### config.mk
export PLATFORM = sky130hd
export DESIGN_NAME = mem_port_arbiter
export DESIGN_NICKNAME = d
export VERILOG_FILES = /design/src/rtl/mem_port_arbiter.sv
export SDC_FILE = /design/constraint.sdc
export NUM_CORES = 1
export LEC_CHECK = 0
export CORE_ASPECT_RATIO = 0.75
export CORE_MARGIN = 1.5
export CORE_UTILIZATION = 31
export CTS_BUF_LIST = sky130_fd_sc_hd__clkbuf_4 sky130_fd_sc_hd__clkbuf_8 sky130_fd_sc_hd__clkbuf_16
export DETAILED_ROUTE_END_ITERATION = 16
export GPL_TIMING_DRIVEN = 0
export SLEW_MARGIN = 20
export SYNTH_ARGS = -nofsm -noshare
export SYNTH_HDL_FRONTEND = slang
export SYNTH_SLANG_ARGS = --single-unit
export TNS_END_PERCENT = 50
### constraint.sdc
create_clock -name clock -period 1.8 [get_ports clock]
set_input_delay 0.18 -clock clock [delete_from_list [all_inputs] [get_ports clock]]
set_output_delay 0.18 -clock clock [all_outputs]
set_load 0.05 [all_outputs]
### src/rtl/mem_port_arbiter.sv
// mem_port_arbiter
//   Shares the single-port data memory (memory_main) between the fetch port
//   and the data (load/store) port. Only one access is in flight at a time.
//   The data port normally has priority. After MAX_STREAK consecutive data
//   grants while fetch is waiting, fetch is granted next.
//
// Ports
//   clock, resetn              : rising-edge clock, synchronous active-low reset
//   if_req/if_addr             : fetch read request and address
//   if_gnt/if_rvalid/if_rdata  : fetch accept pulse, read-data pulse, read data
//   d_req/d_we/d_addr/d_wdata  : data-port request, write enable, address, write data
//   d_gnt/d_rvalid/d_rdata     : data accept pulse (completion for writes),
//                                read-data pulse, read data
//   ram_addr/ram_data/ram_wren : drive memory_main addr/data/wr_en
//   ram_q                      : memory_main read data
//   busy                       : a read is in flight
module mem_port_arbiter #(
  parameter int WIDTH       = 20,
  parameter int MEM_LATENCY = 1,
  parameter int MAX_STREAK  = 3
) (
  input  logic             clock,
  input  logic             resetn,
  input  logic             if_req,
  input  logic [WIDTH-1:0] if_addr,
  output logic             if_gnt,
  output logic             if_rvalid,
  output logic [WIDTH-1:0] if_rdata,
  input  logic             d_req,
  input  logic             d_we,
  input  logic [WIDTH-1:0] d_addr,
  input  logic [WIDTH-1:0] d_wdata,
  output logic             d_gnt,
  output logic             d_rvalid,
  output logic [WIDTH-1:0] d_rdata,
  output logic [WIDTH-1:0] ram_addr,
  output logic [WIDTH-1:0] ram_data,
  output logic             ram_wren,
  input  logic [WIDTH-1:0] ram_q,
  output logic             busy
);

  localparam int LW = (MEM_LATENCY < 1) ? 1 : $clog2(MEM_LATENCY + 1);
  localparam int SW = (MAX_STREAK < 1) ? 1 : $clog2(MAX_STREAK + 1);

  typedef enum logic {IDLE, WAIT} state_t;

  state_t           state_q;
  logic [LW-1:0]    lat_cnt_q;
  logic [SW-1:0]    streak_q;
  logic             owner_q;      // 0: fetch, 1: data port
  logic [WIDTH-1:0] addr_q;
  logic [WIDTH-1:0] data_q;
  logic [WIDTH-1:0] if_rdata_q;
  logic [WIDTH-1:0] d_rdata_q;

  logic idle_ok;
  logic at_max;
  logic d_win;
  logic f_win;
  logic ret;

  // Arbitration only happens in IDLE and out of reset, so reset suppresses
  // any combinational grant even while requests are held high.
  assign idle_ok = resetn && (state_q == IDLE);
  assign at_max  = (streak_q == SW'(MAX_STREAK));
  assign d_win   = idle_ok && d_req && !(if_req && at_max);
  assign f_win   = idle_ok && if_req && !d_win;

  // Return cycle: last WAIT cycle. Gated by resetn so a read interrupted by
  // reset never reports data.
  assign ret = resetn && (state_q == WAIT) && (lat_cnt_q == LW'(1));

  assign if_gnt    = f_win;
  assign d_gnt     = d_win;
  assign ram_wren  = d_win && d_we;
  assign ram_addr  = d_win ? d_addr : (f_win ? if_addr : addr_q);
  assign ram_data  = ram_wren ? d_wdata : data_q;
  assign busy      = (state_q == WAIT);
  assign if_rvalid = ret && !owner_q;
  assign d_rvalid  = ret && owner_q;
  // Read data passes through in the return cycle, then the captured copy holds.
  assign if_rdata  = if_rvalid ? ram_q : if_rdata_q;
  assign d_rdata   = d_rvalid ? ram_q : d_rdata_q;

  always_ff @(posedge clock) begin
    if (!resetn) begin
      state_q    <= IDLE;
      lat_cnt_q  <= '0;
      streak_q   <= '0;
      owner_q    <= 1'b0;
      addr_q     <= '0;
      data_q     <= '0;
      if_rdata_q <= '0;
      d_rdata_q  <= '0;
    end else begin
      case (state_q)
        IDLE: begin
          if (d_win || f_win) begin
            addr_q <= ram_addr;
            if (ram_wren) begin
              // Writes complete at this edge; stay IDLE for the next access.
              data_q <= d_wdata;
            end else begin
              owner_q   <= d_win;
              lat_cnt_q <= LW'(MEM_LATENCY);
              state_q   <= WAIT;
            end
          end
          // Streak counts data grants made while fetch was kept waiting.
          if (f_win || !if_req) begin
            streak_q <= '0;
          end else if (d_win && (streak_q < SW'(MAX_STREAK))) begin
            streak_q <= streak_q + SW'(1);
          end
        end
        WAIT: begin
          lat_cnt_q <= lat_cnt_q - LW'(1);
          if (ret) begin
            state_q <= IDLE;
            if (owner_q) d_rdata_q  <= ram_q;
            else         if_rdata_q <= ram_q;
          end
        end
        default: state_q <= IDLE;
      endcase
    end
  end

endmodule

==> flow_summary.json <==
{
  "rsz0062_at_grt": "true",
  "syn_to_final_growth_pct": 77.7,
  "start_util": 0.320,
  "whs_endpoint": "addr_q[17]",
  "r2r-end": "addr_q[8]",
  "nNetsFinal": 755,
  "yosysSeqAreaShare": 0.431,
  "synth_fa_ha_area_frac": 0.00317,
  "grt_max_degree": 16,
  "cts_inserted_buffers": 9,
  "r2r_cells": 11,
  "cp-start-kind": "flop",
  "synth_xor_area_frac": 0,
  "synth_fp_nets": 546,
  "fin_crit_sh": 1.06,
  "drt-wirelength-per-cell_um": 15.9,
  "worstSetupPathType": "flop to output port",
  "grt_usage": 0.195,
  "synth_compound_area_frac": 0.152,
  "gp_congestion": 0.819,
  "cts_tree": "yes",
  "drt-total-wl_mm": 13.3,
  "cts.clk_slew.worst_paths_ns": 0.06,
  "synth_area_leaders": "dfxtp_1, mux2_2, o21ai_0",
  "timing.hold.ws_ns": 0.269,
  "worstPathMaxFanout": 10,
  "failed_checks": "negative setup slack",
  "finClkSkew_ns": 0.00677,
  "timing.rr.start": "busy",
  "worst-path-buf-inv": 5,
  "ys_dominant_reg_cell": "dfxtp_1",
  "setup_viol": 48,
  "power_density_nw_per_um2": 735,
  "hold_path_class": "primary input to flop",
  "timing.fmax_mhz": 523,
  "max_slew_margin": 0.654,
  "grt_overflow_total": 0,
  "avgSynthCellArea_um2": 8.59,
  "synthArstFlopShare": 0,
  "num_vias": 4236,
  "htreeDepth": 3,
  "fin_ws_ns": -0.111,
  "drc": 0,
  "antenna_cells": 0,
  "synth_top_area_cell": "dfxtp_1",
  "syn_inst": 460,
  "critical_path_arrival_ns": 1.73,
  "cp_top_family": "buffers and inverters",
  "place_hpwl_mm": 9.33,
  "clock_path_buffers": 2,
  "drive_gt1_frac": 0.357,
  "vias_per_cell": 5.05,
  "antenna_left": 0,
  "synth_edf_count": 0,
  "worstSetupStartpoint": "busy",
  "cts_sinks": 85,
  "die-width_um": 133,
  "fin_crit_ns": 1.91,
  "core_area_um2": 12300,
  "antenna_found_initial": 0,
  "fill_cells": 1143,
  "fp-row-count": 35,
  "place.port_buffers": 167,
  "yosys.cell_types.count": 32,
  "yosysMostFrequentCell": "dfxtp_1",
  "ios": 171,
  "crit_chain": "buf_6 -> nor2b_4 -> buf_6 -> buf_12 -> buf_8 -> nand4_1 -> nand3_2 -> buf_8",
  "maxCapViolations": 0,
  "drt_iter0_markers": 174,
  "slowest_stage": "dfxtp_2",
  "firstDrtPassIters": 4,
  "cp.required_ns": 1.62,
  "status": "complete, but fails checks",
  "yosysTopAreaCellShare": 0.431,
  "cts_root_buf": "clkbuf_16",
  "slowest_delay_ns": 0.34,
  "die-area_um2": 13400,
  "hold_viol": 0,
  "die_h_um": 101,
  "worstSkewPairLatency_ns": 0.33,
  "postCtsHoldBufs": 0,
  "synth_area_um2": 3950,
  "hp-start": "d_req",
  "end_kind": "output port",
  "min_path_cells": 3,
  "slew_violations": 0,
  "synthMuxAreaShare": 0.116,
  "synthTopCellsByCount": "dfxtp_1, o21ai_0, and2_1, nand3_1, nand4_1",
  "grt_pass1_vias": 4194,
  "peakVddDrop_v": 0.000431,
  "yosys.area_share.simple": 0.226,
  "synth_top_family_by_area": "simple AND/OR/NAND/NOR gates",
  "fin_util": 0.568,
  "grt_pass1_wl_mm": 21.0,
  "synth_warnings": 0,
  "tightest_slew_ns": 0.518,
  "finalSetupTns_ns": -2.38,
  "ys_seq_elements": 85,
  "r2r_slack_ns": -0.04,
  "leakagePower_nw": 2.95
}
## routing by layer
layer / wire (um) / GRT usage / vias to the layer above
li1: - / - / 2065
met1: 6370 / 0.271 / 2012
met2: 6120 / 0.320 / 147
met3: 725 / 0.0387 / 12
met4: 114 / 0.0351 / 0
met5: 0 / 0 / -
## area by class of cell
class	count	area, um^2	share of cell area
Buffer	44	380	0.0542
Clock buffer	9	225	0.0321
Clock inverter	6	72.6	0.0103
Inverter	23	86.3	0.0123
Multi-Input combinational cell	308	2270	0.323
Sequential cell	85	1710	0.244
Tap cell	166	208	0.0296
Timing Repair Buffer	198	2070	0.295
## registers in the layout, indices dropped and copies added, names as in the netlist
register    count
owner_q         1
d_rdata_q      20
busy            1
streak_q        2
lat_cnt_q       1
if_rdata_q     20
data_q         20
addr_q         20
## worst min-delay path, delay by kind of cell
family	cells	cell delay, ns
AO/OA/AOI/OAI	1	0.08
AND/OR/NAND/NOR	1	0.12
buffers and inverters	1	0.17
## worst max-delay path by stage
stage	endpoint	depth (start not counted)
6_report	ram_addr[19]	8
5_1_grt	ram_addr[19]	8
4_1_cts	ram_addr[4]	8
3_5_place_dp	ram_wren	5
3_3_place_gp	ram_wren	5
2_1_floorplan	ram_data[0]	4
## through the flow
| step | std cells | power (mW) | area, um^2 | worst slack (ns) |
|---|---|---|---|---|
| after floorplan | 460 | 2.69 | 4170 | -0.0575 |
| after global placement | 793 | 3.15 | 6050 | -0.927 |
| after detailed placement | 793 | 3.16 | 6050 | -0.940 |
| after CTS | 833 | 5.18 | 6930 | -0.0976 |
| after global routing | 839 | 5.36 | 7020 | -0.196 |
| final | 839 | 5.16 | 7020 | -0.111 |
## cells in the final DEF, fill, tap and decap left out, types with 4 or more instances in the layout
cell and n:
buf_2 5, clkbuf_1 17, inv_1 23, nand3_1 33, o21ai_4 20, dfxtp_1 80
mux2_2 38, clkdlybuf4s50_1 82, buf_6 85, buf_4 26, dfxtp_2 4, o21ai_0 57
clkbuf_16 10, nand4_1 41, clkbuf_8 7, and2_1 41, buf_8 8, nand3_2 8
nand2_1 22, a31oi_1 20
## power breakdown
group	internal (mW)	switching, mW
logic	0.583	0.741
clock network	1.08	0.775
registers	1.94	0.0328
total	3.61	1.55
## cells by family (layout without fill, tap and decap cells)
kind of cell               count (synthesis)  in the layout
DFF                                       85             85
buffers and inverters                     67            280
adders and majority gates                  1              1
muxes                                     40             40
AOI/OAI and AO/OA                        109            109
and+or+nand+nor                          158            158
## timing repair
item | 4_1_cts | 5_1_grt
buffers inserted | 19 | 6
resized for setup | 658 | 18
setup endpoints to repair | 85 | 85
cloned | 6 | 0
pin swaps | 29 | 10
Power figures use the tool's default switching activity.
